===== src/rtl/dot_result_join_if.sv =====
// Bundle between the dot-product core halves, the join stage and its accuracy monitor.
interface dot_result_join_if #(
    parameter int W_HALF = 9,
    parameter int W_SUM  = 10,
    parameter int W_ACC  = 20
);
    logic              en_out1;
    logic [W_HALF-1:0] result1;
    logic              en_out2;
    logic [W_HALF-1:0] result2;
    logic [W_SUM-1:0]  ideal;
    logic              sum_valid;
    logic [W_SUM-1:0]  sum;
    logic [W_SUM-1:0]  err;
    logic              next_req;
    logic              mae_valid;
    logic [W_ACC-1:0]  mae_sum;
    logic [9:0]        sample_cnt;
    logic              overrun;

    modport master (
        output en_out1, result1, en_out2, result2, ideal,
        input  sum_valid, sum, err, next_req, mae_valid, mae_sum, sample_cnt, overrun
    );

    modport slave (
        input  en_out1, result1, en_out2, result2, ideal,
        output sum_valid, sum, err, next_req, mae_valid, mae_sum, sample_cnt, overrun
    );
endinterface


===== src/rtl/dot_result_join.sv =====
// Joins the two half-results of the dot-product core into one sum and accumulates
// absolute error against an ideal reference over a fixed sample window.
//
// state | meaning
// EMPTY | no half held
// HAVE1 | result1 held, waiting for result2
// HAVE2 | result2 held, waiting for result1
// JOIN  | sum/err presented this cycle, both slots free again
module dot_result_join #(
    parameter int W_HALF = 9,
    parameter int W_SUM  = 10,
    parameter int WINDOW = 1000,
    parameter int W_ACC  = 20
) (
    input logic              clk,
    input logic              rst,
    dot_result_join_if.slave bus
);
    localparam logic [1:0] EMPTY = 2'd0;
    localparam logic [1:0] HAVE1 = 2'd1;
    localparam logic [1:0] HAVE2 = 2'd2;
    localparam logic [1:0] JOIN  = 2'd3;
    localparam int W_ACC1 = W_ACC + 1;

    logic [1:0]        state, state_nxt;
    logic [W_HALF-1:0] slot1, slot2;
    logic              full1, full2, take1, take2, join_now;
    logic [W_HALF-1:0] val1, val2;
    logic [W_SUM-1:0]  sum_nxt, err_nxt;

    logic              sum_valid_q;
    logic [W_SUM-1:0]  sum_q, err_q;
    logic              overrun_q;
    logic [W_ACC-1:0]  acc, acc_sat, mae_sum_q;
    logic [W_ACC:0]    acc_add;
    logic [9:0]        cnt;
    logic [10:0]       cnt_inc;
    logic              mae_valid_q;

    always_comb begin
        full1    = (state == HAVE1);
        full2    = (state == HAVE2);
        take1    = bus.en_out1 && !full1;
        take2    = bus.en_out2 && !full2;
        join_now = (full1 || take1) && (full2 || take2);
        // A held half always wins over a duplicate arriving in the same cycle.
        val1     = full1 ? slot1 : bus.result1;
        val2     = full2 ? slot2 : bus.result2;
        sum_nxt  = W_SUM'(val1) + W_SUM'(val2);
        err_nxt  = (sum_nxt >= bus.ideal) ? (sum_nxt - bus.ideal) : (bus.ideal - sum_nxt);

        state_nxt = EMPTY;
        if (join_now)
            state_nxt = JOIN;
        else if (full1 || take1)
            state_nxt = HAVE1;
        else if (full2 || take2)
            state_nxt = HAVE2;

        acc_add = {1'b0, acc} + W_ACC1'(err_q);
        acc_sat = acc_add[W_ACC] ? '1 : acc_add[W_ACC-1:0];
        cnt_inc = {1'b0, cnt} + 11'd1;
    end

    always_ff @(posedge clk) begin
        if (rst) begin
            state       <= EMPTY;
            slot1       <= '0;
            slot2       <= '0;
            sum_valid_q <= 1'b0;
            sum_q       <= '0;
            err_q       <= '0;
            overrun_q   <= 1'b0;
        end else begin
            state       <= state_nxt;
            sum_valid_q <= join_now;
            if (take1)
                slot1 <= bus.result1;
            if (take2)
                slot2 <= bus.result2;
            if (join_now) begin
                sum_q <= sum_nxt;
                err_q <= err_nxt;
            end
            if ((bus.en_out1 && full1) || (bus.en_out2 && full2))
                overrun_q <= 1'b1;
        end
    end

    always_ff @(posedge clk) begin
        if (rst) begin
            acc         <= '0;
            cnt         <= '0;
            mae_sum_q   <= '0;
            mae_valid_q <= 1'b0;
        end else begin
            mae_valid_q <= 1'b0;
            if (sum_valid_q) begin
                if (cnt_inc == 11'(WINDOW)) begin
                    mae_sum_q   <= acc_sat;
                    mae_valid_q <= 1'b1;
                    acc         <= '0;
                    cnt         <= '0;
                end else begin
                    acc <= acc_sat;
                    cnt <= cnt_inc[9:0];
                end
            end
        end
    end

    assign bus.sum_valid  = sum_valid_q;
    assign bus.next_req   = sum_valid_q;
    assign bus.sum        = sum_q;
    assign bus.err        = err_q;
    assign bus.overrun    = overrun_q;
    assign bus.mae_valid  = mae_valid_q;
    assign bus.mae_sum    = mae_sum_q;
    assign bus.sample_cnt = cnt;
endmodule


===== src/flat_wrapper.sv =====
// flat-port wrapper written by rule: the top's interface ports become plain ports
module dot_result_join_flat 
#(
    parameter int W_HALF = 9,
    parameter int W_SUM  = 10,
    parameter int WINDOW = 1000,
    parameter int W_ACC  = 20
)
  (clk, rst, bus_en_out1, bus_result1, bus_en_out2, bus_result2, bus_ideal, bus_sum_valid, bus_sum, bus_err, bus_next_req, bus_mae_valid, bus_mae_sum, bus_sample_cnt, bus_overrun);
  dot_result_join_if #(.W_HALF(W_HALF), .W_SUM(W_SUM), .W_ACC(W_ACC)) bus_i ();
  input logic clk;
  input logic rst;
  input wire logic [$bits(bus_i.en_out1)-1:0] bus_en_out1;
  input wire logic [$bits(bus_i.result1)-1:0] bus_result1;
  input wire logic [$bits(bus_i.en_out2)-1:0] bus_en_out2;
  input wire logic [$bits(bus_i.result2)-1:0] bus_result2;
  input wire logic [$bits(bus_i.ideal)-1:0] bus_ideal;
  output wire logic [$bits(bus_i.sum_valid)-1:0] bus_sum_valid;
  output wire logic [$bits(bus_i.sum)-1:0] bus_sum;
  output wire logic [$bits(bus_i.err)-1:0] bus_err;
  output wire logic [$bits(bus_i.next_req)-1:0] bus_next_req;
  output wire logic [$bits(bus_i.mae_valid)-1:0] bus_mae_valid;
  output wire logic [$bits(bus_i.mae_sum)-1:0] bus_mae_sum;
  output wire logic [$bits(bus_i.sample_cnt)-1:0] bus_sample_cnt;
  output wire logic [$bits(bus_i.overrun)-1:0] bus_overrun;
  assign bus_i.en_out1 = bus_en_out1;
  assign bus_i.result1 = bus_result1;
  assign bus_i.en_out2 = bus_en_out2;
  assign bus_i.result2 = bus_result2;
  assign bus_i.ideal = bus_ideal;
  assign bus_sum_valid = bus_i.sum_valid;
  assign bus_sum = bus_i.sum;
  assign bus_err = bus_i.err;
  assign bus_next_req = bus_i.next_req;
  assign bus_mae_valid = bus_i.mae_valid;
  assign bus_mae_sum = bus_i.mae_sum;
  assign bus_sample_cnt = bus_i.sample_cnt;
  assign bus_overrun = bus_i.overrun;
  dot_result_join #(.W_HALF(W_HALF), .W_SUM(W_SUM), .WINDOW(WINDOW), .W_ACC(W_ACC)) u_core (.clk(clk), .rst(rst), .bus(bus_i));
endmodule

===== config.mk =====
export PLATFORM = sky130hd
export DESIGN_NAME = dot_result_join_flat
export DESIGN_NICKNAME = d
export VERILOG_FILES = /design/src/rtl/dot_result_join_if.sv /design/src/rtl/dot_result_join.sv /design/src/flat_wrapper.sv
export SDC_FILE = /design/constraint.sdc
export NUM_CORES = 1
export LEC_CHECK = 0
export BUFFER_PORTS_ARGS = -buffer_cell sky130_fd_sc_hd__clkbuf_2
export CORE_MARGIN = 2
export CORE_UTILIZATION = 45
export DETAILED_ROUTE_END_ITERATION = 6
export PLACE_DENSITY = 0.76
export SKIP_LAST_GASP = 1
export SYNTH_ARGS = -nofsm -noshare
export SYNTH_HDL_FRONTEND = slang
export SYNTH_SLANG_ARGS = --single-unit

===== constraint.sdc =====
create_clock -name clk -period 4.07 [get_ports clk]
set_clock_uncertainty 0.2 [all_clocks]
set_input_delay 0.814 -clock clk [delete_from_list [all_inputs] [get_ports clk]]
set_output_delay 0.814 -clock clk [all_outputs]
set_load 0.1 [all_outputs]

Word level (Yosys, flattened, before mapping)
Cells that the tools add are included.
- bits in registers: 93
- input port bits: 32
- output and inout port bits: 54
- word-level logic and storage cells: 43
- add/sub/neg operators: 5
- magnitude comparators: 1
- eq/ne operators: 3
- mux-type cells: 10
- bitwise operators: 1
- reductions and logical operators: 12
- operators with widths (cell ; number):
    $mux 20 ; 2
    $add 20x10->21 ; 1
    $mux 10 ; 2
    $sub 10x10->10 ; 2
    $mux 9 ; 2
    $add 10x1->11 const B ; 1
    $eq 11x10->1 const B ; 1
    $add 9x9->10 ; 1
    $ge 10x10->1 ; 1
    $mux 2 ; 3
    $logic_and 1x1->1 ; 5
    $logic_or 1x1->1 ; 3
    $eq 2x1->1 const B ; 1
    $eq 2x2->1 const B ; 1
    $logic_not 1->1 ; 2
    $reduce_and 2->1 ; 1
    $reduce_or 2->1 ; 1
    $mux 1 ; 1
    $not 1->1 ; 1

Longest topological paths before layout
Gate-level depths: netlist of the first run.
- depth after elaboration: 7
- gate-level depth with buffers: 20
- depth with buffers taken out: 17

Worst setup path after synthesis of the first run
No wires, ideal clock.
- path type: register -> register
- start: register u_core.state[0]
- end: register u_core.err_q[5], in the netlist u_core.bus.err[5]
- setup time: 0.086 ns
- arrival time: 4.212 ns
- required time: 3.784 ns
- slack: -0.428 ns
- cell stages (with the launch flop): 18
- path buffers: 2
- clock period less this slack: 4.498 ns
- cells stage by stage: dfxtp_1 > nand2b_1 > clkbuf_1 > mux2_2 > ha_1 > fa_1 > a21oi_1 > o21ai_0 > a21oi_1 > xnor2_1 > ha_1 > clkbuf_1 > nand4_1 > a31oi_1 > o22a_1 > mux2_2 > xnor2_1 > a211oi_1
- cells in the longest elaborated chain, start to end: 5
- elaborated cells between the ends (all ways): 16
- classes of those cells: add/sub (3); order compare (1); eq/ne (2); mux (3); reduce/logical (7)
- RTL lines (what ; line ; RTL):
    start, declared ; dot_result_join.sv:25 ; logic [1:0] state, state_nxt;
    start signal, assigned ; dot_result_join.sv:75 ; state <= state_nxt;
    $eq 2x1->1 / $eq 2x2->1 (equally long branches) ; dot_result_join.sv:41, dot_result_join.sv:42 ;
    $mux 9 (on tied branches) ; dot_result_join.sv:47, dot_result_join.sv:48 ;
    $add 9x9->10 (*) ; dot_result_join.sv:49 ; sum_nxt = W_SUM'(val1) + W_SUM'(val2);
    via u_core.sum_nxt[6] ; dot_result_join.sv:29 ; logic [W_SUM-1:0] sum_nxt, err_nxt;
    $ge 10x10->1 (*) ; dot_result_join.sv:50 ; err_nxt = (sum_nxt >= bus.ideal) ? (sum_nxt - bus.ideal) : (bus.ideal - sum_nxt);
    $mux 10 (*) ; dot_result_join.sv:50 ;
    end signal, assigned ; dot_result_join.sv:83 ; err_q <= err_nxt;
    end, declared ; dot_result_join.sv:32 ; logic [W_SUM-1:0] sum_q, err_q;
The timed path passes the listed nets; every way through them passes the cells marked *.
A chain may end at the register's enable or synchronous reset.

Final worst setup path of the first run
- start: register u_core.state[1]
- end: register u_core.err_q[3], in the netlist u_core.bus.err[3]
- cells in the longest elaborated chain, start to end: 5
- elaborated cells between the ends (all ways): 16
- classes of those cells: add/sub (3); order compare (1); eq/ne (2); mux (3); reduce/logical (7)
- RTL lines (what ; line ; RTL):
    $eq 2x1->1 / $eq 2x2->1 (equally long branches) ; dot_result_join.sv:41, dot_result_join.sv:42 ;
    $mux 9, or another cell as far along ; dot_result_join.sv:47 ; val1 = full1 ? slot1 : bus.result1;
    $add 9x9->10, or another cell as far along ; dot_result_join.sv:49 ;
    $sub 10x10->10, or another cell as far along ; dot_result_join.sv:50 ;
    $mux 10 / $logic_and 1x1->1 (equally long branches) ; dot_result_join.sv:50, dot_result_join.sv:45 ;
Several ways; a longest one is shown, not always the timed one.

==> metrics, run 1 <==
PortBufs=85; Setup-failing EPs final=4; H-tree depth=3; Max Slew Vio Count=0; CP peak stage delay=0.36 ns; vias after detailed routing=5946; Area growth syn-to-layout=31.7%; Worst EP required=4.14 ns; post-route cell area=7760 um^2; die width=118 um; most used flip-flop cell after synthesis=dfxtp_1; Post-Synthesis Cells=738; PD cells=461 nW/um^2; final worst path period need=4.13 ns; Power Total=3.58 mW; worst path bufs/invs=4; Die ar.=14000 um^2; antenna violations before repair=0; Yosys warning count=0; Core Region=12700 um^2; Post-Synth Simple-Gate Area=24.4%; vias in the first global route=5221; minimum hold slack=0.254 ns; Reg clk slew, reported paths=0.07 ns; drt first-iter violations=441; sequential area share after synthesis=31.6%; Remaining Overflow, GRT=0; Crit path top cell by count=buf_4; most common cell after layout, fill and taps aside=nand2_1; hpwl dp=11.2 mm; crit path max-delay cell type=a211oi_4; die extent in y=118 um; placed insts=1028; Post-synth EDFFs=0; Post-route DRC=0; Synth Area in XOR/XNOR=3.27%; CTS tree=done; post-placement cell area=6960 um^2; Routed Antenna Nets=0; clock net sink count=93; max-cap viol count=0; Antenna diodes=0; # fillers=1156; first-pass GRT wire length=25.2 mm; max_slew headroom=54.2%; Layout Cells excl Fill=1070; Final Cycle Share=101%; Crit path depth=18; CP max FO=7; hold path depth=2; DRT Pass-1 Iters=5; Hold Crit Class=reg2reg; Multi-input gate area=4030 um^2; adder-cell share of the synthesized area=9.00%; Critical Path, Cell by Cell=buf_4 > nor2b_1 > buf_4 > nand2_1 > nand2_2 > ha_4 > a211oi_4 > o21ai_2 > xnor2_1 > inv_1 > ha_2 > a211oi_4 > o21ai_4 > o22a_4 > buf_4 > a31o_2 > xnor2_1 > a211oi_1; setup ws final=-0.0590 ns; failing checks=negative setup slack; delay-heaviest family, CP=compound AO/OA/AOI/OAI gates; fin util=61.0%; Synth cell types=79; gp weighted congestion=0.917; CP endpoint kind=register; Post-Synthesis Cell Area=5890 um^2; largest net degree at the start of global routing=37; setup TNS=-0.133 ns; IO Pins=86; crit path kind=reg2reg; crit path DAT=4.20 ns; Total GRT Usage=21.8%; fraction of registers with async set/reset=0%; layout cell share with drive strength beyond 1=31.4%; RSZ-0062 raised after global routing=true; Starting Density=46.3%; Leak=3.31 nW; post-synthesis mux area share=2.59%; syn nets=810; fin nets=965; DRT Wirelength=16.7 mm; Root Buffer=clkbuf_16; fmax=0.242 GHz; Placement Setup Slack=-0.331 ns; R2R cell count=18; Worst-Margin Slew=0.684 ns; mean post-synth cell area=7.98 um^2; most frequent cells in the layout=nand2_1, buf_4, dfxtp_1; Worst-Skew Late Latency=0.36 ns; Routed WL per cell=15.6 um; #FFs+latches synth=93; Final Hold Viols=0; main combinational cell family by area after synthesis=simple AND/OR/NAND/NOR gates; Num CTS Buffers=9; Rows=41; register area=1860 um^2; maximum clock path buffer count=2; Synth Area in Compound Gates=23.9%; Via density=5.56; peak supply drop=0.250 mV; Worst Setup Start Kind=register; status=complete, but fails checks
-- synth_stat cells, types with 5 or more instances --
library cell / instances / share of area, %
a211oi_1: 24 / 3.1
a211oi_2: 7 / 1.5
a21o_1: 8 / 1.0
a21oi_1: 65 / 5.5
a22oi_1: 9 / 1.1
a31oi_1: 6 / 0.64
and2_1: 5 / 0.53
buf_1: 5 / 0.32
clkbuf_1: 26 / 1.7
dfxtp_1: 93 / 32
ha_1: 36 / 7.6
inv_1: 31 / 2.0
mux2_2: 10 / 1.9
nand2_1: 106 / 6.8
nand2b_1: 13 / 1.4
nand3_1: 28 / 2.4
nand4_1: 5 / 0.53
nor2_1: 69 / 4.4
nor2_2: 5 / 0.53
nor2b_1: 7 / 0.74
nor3_1: 20 / 1.7
o211ai_1: 5 / 0.64
o21a_1: 7 / 0.89
o21ai_0: 31 / 2.6
xnor2_1: 16 / 2.4
xor2_1: 6 / 0.89
-- path summary, 6_finish.rpt --
check / startpoint / end / slack (ns)
worst max register to register: u_core.state[1] / u_core.bus.err[3] / -0.06
worst min register to register: u_core.slot2[2] / u_core.slot2[2] / 0.25
worst min-delay path: u_core.slot2[2] / u_core.slot2[2] / 0.25
worst max-delay path: u_core.state[1] / u_core.bus.err[3] / -0.06
-- worst reg2reg max path: stages (launching register included) --
cell      delay, ns
dfxtp_2        0.34
buf_4          0.13
nor2b_1        0.19
buf_4          0.19
nand2_1        0.07
nand2_2        0.09
ha_4           0.21
a211oi_4       0.32
o21ai_2        0.15
xnor2_1        0.24
inv_1          0.11
ha_2           0.33
a211oi_4       0.36
o21ai_4        0.14
o22a_4         0.27
buf_4          0.14
a31o_2         0.23
xnor2_1        0.12
a211oi_1       0.22
-- report_power, final --
group          switching (mW)  internal [mW]
combinational           0.951          0.667
sequential             0.0506          0.968
clock                   0.386          0.560
-- metal layers --
metal / vias up / wire length [um] / GRT usage (%)
met4: 0 / 423 / 9.38
met2: 208 / 8060 / 35.4
met1: 2750 / 7200 / 28.6
met5: - / 0 / 0
met3: 41 / 977 / 3.52
li1: 2947 / - / -
-- registers in the layout, indices dropped and copies added (netlist names) --
signal	count
u_core.slot1	9
u_core.bus.sum	10
u_core.bus.err	10
u_core.bus.next_req	1
u_core.bus.mae_valid	1
u_core.bus.mae_sum	20
u_core.acc	20
u_core.state	2
u_core.slot2	9
u_core.bus.overrun	1
u_core.bus.sample_cnt	10
-- cell families (layout without fill, tap and decap cells) --
group	count (synthesis)	in the layout
compound gates	203	204
fa+ha+maj	40	40
buf+inv	72	231
xor+xnor	22	22
flops	93	93
mux	14	14
simple gates	294	294
-- area by class of cell --
type	instances	share of cell area [%]
Multi-Input combinational cell	574	51.9
Sequential cell	93	24.0
Timing Repair Buffer	183	15.4
Clock buffer	10	3.08
Tap cell	172	2.77
Inverter	32	1.55
Clock inverter	6	1.21
-- what timing repair did --
item                                    in CTS  in global routing
setup buffers                               11                 13
hold endpoints to repair                     0                  0
pin swaps                                   10                 26
hold buffers                                 0                  0
cloned                                       0                  2
gates resized for setup                     13                 29
endpoints found under the setup margin       8                  9
Note: power is estimated with default switching activity, not from simulation.
==> run 2, diff against run 1 <==
--- a/config.mk
+++ b/config.mk
@@ -6,10 +6,12 @@
 export NUM_CORES = 1
 export LEC_CHECK = 0
 export BUFFER_PORTS_ARGS = -buffer_cell sky130_fd_sc_hd__clkbuf_2
+export CELL_PAD_IN_SITES_DETAIL_PLACEMENT = 1
+export CELL_PAD_IN_SITES_GLOBAL_PLACEMENT = 1
 export CORE_MARGIN = 2
-export CORE_UTILIZATION = 45
+export CORE_UTILIZATION = 39
 export DETAILED_ROUTE_END_ITERATION = 6
-export PLACE_DENSITY = 0.76
+export PLACE_DENSITY = 0.85
 export SKIP_LAST_GASP = 1
 export SYNTH_ARGS = -nofsm -noshare
 export SYNTH_HDL_FRONTEND = slang
==> run 2 against run 1 <==
The run still ends with negative setup slack left. Total power up 0.96%. Maximum frequency shrank 4.0%. Highest routed layer unchanged. Register-to-register slack got worse by 0.17 ns. Critical path type unchanged. Design area down 0.92%. Clock power fell by 11%. Final cell count shrank 0.19%. Hold slack better by 0.0017 ns. Sequential cell count stayed put. Via count increased by 2.9%.
==> metrics, run 2 (synthesis results as in run 1) <==
IO Pins=86; clock net sink count=93; PD cells=470 nW/um^2; gp weighted congestion=0.911; Core Region=14600 um^2; Multi-input gate area=4090 um^2; status=complete, but fails checks; # fillers=1774; R2R cell count=18; met2 Usage GRT=44.1%; Area growth syn-to-layout=30.5%; Max Slew Vio Count=0; crit path DAT=4.34 ns; die width=127 um; setup TNS=-1.16 ns; Worst EP required=4.11 ns; Final Cycle Share=106%; drt first-iter violations=284; Reg clk slew, reported paths=0.07 ns; Critical Path, Cell by Cell=nand2b_4 > buf_12 > buf_4 > mux2_2 > ha_1 > o211ai_1 > a2bb2oi_2 > o31ai_2 > o21ai_0 > nand2b_1 > ha_1 > nor3_2 > o21ai_2 > o22ai_4 > buf_12 > o221ai_4 > buf_6 > a211o_1; vias after detailed routing=6119; failing checks=negative setup slack; first-pass GRT wire length=32.1 mm; peak supply drop=0.328 mV; Hold Crit Class=reg2reg; minimum hold slack=0.256 ns; Final Hold Viols=0; Setup-failing EPs final=8; Root Buffer=clkbuf_16; vias in the first global route=6249; fin nets=951; Worst Setup Start Kind=register; H-tree depth=3; DRT Wirelength=21.4 mm; register area=1860 um^2; Leak=3.23 nW; routing usage on met1=29.0%; Worst-Margin Slew=0.759 ns; max-cap viol count=0; most frequent cells in the layout=nand2_1, dfxtp_1, clkbuf_2; Worst-Skew Late Latency=0.36 ns; final worst path period need=4.30 ns; GRT busiest layer=met2; crit path kind=reg2reg; PortBufs=85; CP max FO=13; most common cell after layout, fill and taps aside=nand2_1; CTS tree=done; Starting Density=40.2%; hold path depth=2; Antenna diodes=0; hold-fix buffers at CTS=0; FF-to-FF End=u_core.bus.err[7]; RSZ-0062 raised after global routing=true; die extent in y=127 um; crit path max-delay cell type=ha_1; Die ar.=16100 um^2; Routed WL per cell=20.0 um; CP peak stage delay=0.37 ns; hpwl dp=13.6 mm; antenna violations before repair=0; Remaining Overflow, GRT=0; Worst setup startpoint=u_core.state[0]; setup ws final=-0.230 ns; RR Startpoint=u_core.state[0]; max_slew headroom=49.2%; Worst Hold End=u_core.bus.sum[3]; fmax=0.233 GHz; maximum clock path buffer count=2; Rows=44; CP endpoint kind=register; met3 Resource Use GR=4.72%; Total GRT Usage=24.7%; layout cell share with drive strength beyond 1=31.9%; largest net degree at the start of global routing=34; Post-route DRC=0; Via density=5.73; Routed Antenna Nets=0; worst reg-to-reg setup slack=-0.23 ns; hold path start=u_core.bus.sum[3]; Num CTS Buffers=9; DRT Pass-1 Iters=4
-- run 2: cell types whose count changed in the layout (fill, tap and decap cells not counted), sizes merged --
| cell | previous run | this run |
|---|---|---|
| clkinv | 2 | 3 |
| bufinv | 2 | 0 |
| inv | 33 | 32 |
| o22ai | 2 | 1 |
| buf | 97 | 86 |
-- run 2: per-stage QoR --
stage / std cells / cell area [um^2] / utilization, % / total power, mW / setup WS, ns
finish: 1068 / 7690 / 52.5 / 3.62 / -0.230
CTS: 1057 / 7390 / 50.4 / 3.37 / -0.0113
global route: 1068 / 7690 / 52.5 / 3.77 / -0.454
floorplan: 738 / 5960 / - / 1.98 / 0.00539
global placement: 1038 / 6960 / 47.5 / 2.40 / -0.146
detailed placement: 1038 / 6960 / 47.5 / 2.45 / -0.358
-- run 2: power breakdown --
group / leakage, nW / switching [mW] / internal (mW)
sequential: 0.758 / 0.0544 / 0.967
clock: 0.139 / 0.388 / 0.451
combinational: 2.34 / 1.07 / 0.682
-- run 2: timing repair --
| action | in CTS | in global routing |
|---|---|---|
| setup endpoints to repair | 9 | 9 |
| pin swaps | 12 | 32 |
| gates resized for setup | 19 | 39 |
| buffers inserted | 3 | 11 |
-- run 2: final cells by class --
class                   count  area share [%]
flip-flops and latches     93            24.2
multi-input cells         573            53.2
clock buffers              12            3.33
well taps                 184            2.99
inverters                  32            1.56
clock inverters             4           0.390
repair buffers            170            14.3
-- run 2: per-layer routing --
metal	up-vias	routed length (um)
met5	-	0
met4	0	972
met3	68	852
met2	182	11000
met1	2964	8570
li1	2905	-
-- run 2: worst max-delay path: cells and delay by family, from the launching register on --
family	cells	cell delay [ns]
AND/OR/NAND/NOR	3	0.54
multiplexers	1	0.34
buffers and inverters	4	0.56
flip-flops	1	0.33
AO/OA/AOI/OAI	8	1.60
adder cells (fa/ha/maj)	2	0.62
-- run 2: worst max-delay path by stage --
stage,cells after the start,to,slack [ns]
after global routing,18,u_core.bus.err[2],-0.45
after CTS,16,u_core.bus.err[6],-0.01
final,18,u_core.bus.err[7],-0.23
after global placement,15,u_core.bus.err[5],-0.15
after detailed placement,15,u_core.bus.err[7],-0.36
after floorplan,15,u_core.bus.err[5],0.005
==> run 3, diff against run 2 <==
--- a/config.mk
+++ b/config.mk
@@ -5,11 +5,12 @@
 export SDC_FILE = /design/constraint.sdc
 export NUM_CORES = 1
 export LEC_CHECK = 0
+export ABC_AREA = 1
 export BUFFER_PORTS_ARGS = -buffer_cell sky130_fd_sc_hd__clkbuf_2
 export CELL_PAD_IN_SITES_DETAIL_PLACEMENT = 1
 export CELL_PAD_IN_SITES_GLOBAL_PLACEMENT = 1
 export CORE_MARGIN = 2
-export CORE_UTILIZATION = 39
+export CORE_UTILIZATION = 37
 export DETAILED_ROUTE_END_ITERATION = 6
 export PLACE_DENSITY = 0.85
 export SKIP_LAST_GASP = 1
==> run 3 against run 2 <==
The flow now finishes without violations. Non-clock buffer count shrank 54. Via count down 4.1%. Clock power rose by 13%. Sequential power about the same. Maximum frequency increased by 11%. Total power decreased by 9.7%. Clock-buffer cell count stayed put. Worst setup slack gained 0.43 ns. Hold slack improved by 0.015 ns. Critical endpoint is now u_core.bus.err[3]. Largest cell class unchanged. Largest power group unchanged.
==> metrics, run 3 <==
H-tree depth=3; IO Pins=86; Max Slew Vio Count=0; die width=129 um; crit path DAT=3.92 ns; status=complete, no violations; Hold Crit Class=reg2reg; sequential area share after synthesis=32.0%; most used flip-flop cell after synthesis=dfxtp_1; Rows=45; crit path kind=reg2reg; routing usage on met1=29.3%; CTS tree=done; Num CTS Buffers=9; Worst Setup Start Kind=register; Placement Setup Slack=-0.0587 ns; largest net degree at the start of global routing=55; Yosys warning count=0; Area growth syn-to-layout=21.7%; drt first-iter violations=218; CP endpoint kind=register; PortBufs=85; Post-Synthesis Cells=860; setup ws final=0.201 ns; DRT Wirelength=18.1 mm; CP max FO=7; register area=1860 um^2; Die ar.=16700 um^2; met3 Resource Use GR=3.14%; Post-Synthesis Cell Area=5820 um^2; fin nets=1034; first-pass GRT wire length=29.1 mm; Reg clk slew, reported paths=0.07 ns; antenna violations before repair=0; syn nets=932; Routed Antenna Nets=0; Worst-Margin Slew=1.01 ns; maximum clock path buffer count=2; Final Cycle Share=95.1%; final worst path period need=3.87 ns; Power Total=3.26 mW; PD cells=461 nW/um^2; Setup-failing EPs final=0; CP peak stage delay=0.36 ns; layout cell share with drive strength beyond 1=21.8%; Antenna diodes=0; peak supply drop=0.232 mV; GRT busiest layer=met2; gp weighted congestion=0.879; top cells by count, synth=nand2_1, nor2_1, dfxtp_1; Worst-Skew Late Latency=0.36 ns; Post-route DRC=0; most frequent cells in the layout=nand2_1, nor2_1, dfxtp_1; Root Buffer=clkbuf_16; Starting Density=38.1%; max_slew headroom=32.9%; fmax=0.258 GHz; Total GRT Usage=21.8%; Crit path depth=26; met2 Usage GRT=35.3%; Post-synth EDFFs=0; R2R cell count=26; Routed WL per cell=15.4 um; post-route cell area=7080 um^2; max-cap viol count=0; most numerous cell in the Yosys netlist=nand2_1; hold path depth=2; Worst EP required=4.12 ns; Final Hold Viols=0; Synth cell types=45; most common cell after layout, fill and taps aside=nand2_1; Crit path top cell by count=nand2_1; clock net sink count=93; hold-fix buffers at CTS=0; # fillers=2012; crit path max-delay cell type=ha_2; Remaining Overflow, GRT=0; Multi-input gate area=3590 um^2; #FFs+latches synth=93; mean post-synth cell area=6.77 um^2; delay-heaviest family, CP=simple AND/OR/NAND/NOR gates; Core Region=15300 um^2; Area contributors post-synth=dfxtp_1, nand2_1, ha_1, nor2_1, inv_1; Leak=3.51 nW; worst path bufs/invs=7; die extent in y=129 um; post-placement cell area=6500 um^2; cell taking the most area after synthesis=dfxtp_1; DRT Pass-1 Iters=4; vias after detailed routing=5868; Via density=4.99; fraction of registers with async set/reset=0%; vias in the first global route=5949; area share of the leading cell type in the synthesized netlist=32.0%; hpwl dp=12.9 mm
==> run 3: cell types whose count changed in the layout (fill, tap and decap cells not counted), sizes merged, moves of 10 or more <==
cell | before | now
nor2 | 76 | 133
nand3 | 29 | 42
buf | 86 | 30
nor3 | 21 | 6
nand2b | 13 | 0
nand2 | 108 | 226
inv | 32 | 91
a211oi | 31 | 2
o21ai | 33 | 71
mux2 | 10 | 0
or2 | 2 | 14
==> run 3: through the flow <==
| step | std cells | setup TNS, ns | hold slack [ns] | util (%) |
|---|---|---|---|---|
| 2_1_floorplan | 860 | 0 | 0.225 | - |
| 3_3_place_gp | 1152 | 0 | 0.256 | 42.6 |
| 3_5_place_dp | 1152 | -0.121 | 0.264 | 42.6 |
| 4_1_cts | 1167 | 0 | 0.275 | 44.7 |
| 5_1_grt | 1177 | -0.212 | 0.296 | 46.4 |
| 6_report | 1177 | 0 | 0.271 | 46.4 |
==> run 3: power breakdown <==
part           switching, mW  total [mW]  internal (mW)  leakage [nW]
Sequential            0.0464        1.01          0.965         0.760
Clock                  0.374       0.945          0.570         0.159
Combinational          0.885        1.31          0.422          2.59
Total                   1.31        3.26           1.96          3.51
==> run 3: layout make-up <==
type,count,area share (%)
Multi-Input combinational cell,645,50.8
Sequential cell,93,26.3
Timing Repair Buffer,116,9.31
Inverter,96,5.21
Tap cell,211,3.73
Clock buffer,12,3.62
Clock inverter,3,0.972
Timing Repair inverter,1,0.0707
==> run 3: cell families (layout without fill, tap and decap cells) <==
group / count (synthesis) / count (layout) / synth area share (%)
compound gates: 154 / 154 / 14.7
simple gates: 432 / 432 / 32.0
fa+ha+maj: 40 / 40 / 9.12
flops: 93 / 93 / 32.0
buf+inv: 122 / 228 / 9.12
xor+xnor: 19 / 19 / 2.99
==> run 3: repair_timing <==
action / in CTS / in global routing
pin swaps: 0 / 5
endpoints found under the setup margin: 5 / 9
gates resized for setup: 1 / 33
gates cloned: 0 / 1
buffers inserted: 0 / 9
==> run 3: worst register-to-register path, stage by stage, from the launching register on <==
cell and delay (ns):
dfxtp_1 0.31, inv_1 0.09, nor2_4 0.22, clkinv_4 0.11, clkbuf_2 0.16, nand2_1 0.07
nand2_1 0.10, ha_1 0.31, nand3_1 0.08, nand3_1 0.12, buf_4 0.17, xor2_2 0.18
ha_2 0.36, nand2_1 0.10, nand2_1 0.10, nand2_1 0.08, nand2_1 0.06, nand2_1 0.09
nand4_1 0.08, buf_4 0.17, buf_4 0.14, nand2_1 0.05, nand2_1 0.06, xnor2_1 0.16
nand2_1 0.07, o211ai_1 0.09, inv_1 0.05
==> run 3: path summary, 6_finish.rpt <==
check / endpoint / start / slack [ns]
setup / recovery: u_core.bus.err[3] / u_core.state[1] / 0.20
setup reg to reg: u_core.bus.err[3] / u_core.state[1] / 0.20
hold reg to reg: u_core.acc[7] / u_core.acc[7] / 0.27
hold / removal: u_core.acc[7] / u_core.acc[7] / 0.27
==> run 3: routing by layer <==
layer	wire (um)	vias to the layer above
li1	-	2961
met1	8820	2789
met2	8290	94
met3	569	24
met4	441	0
met5	0	-
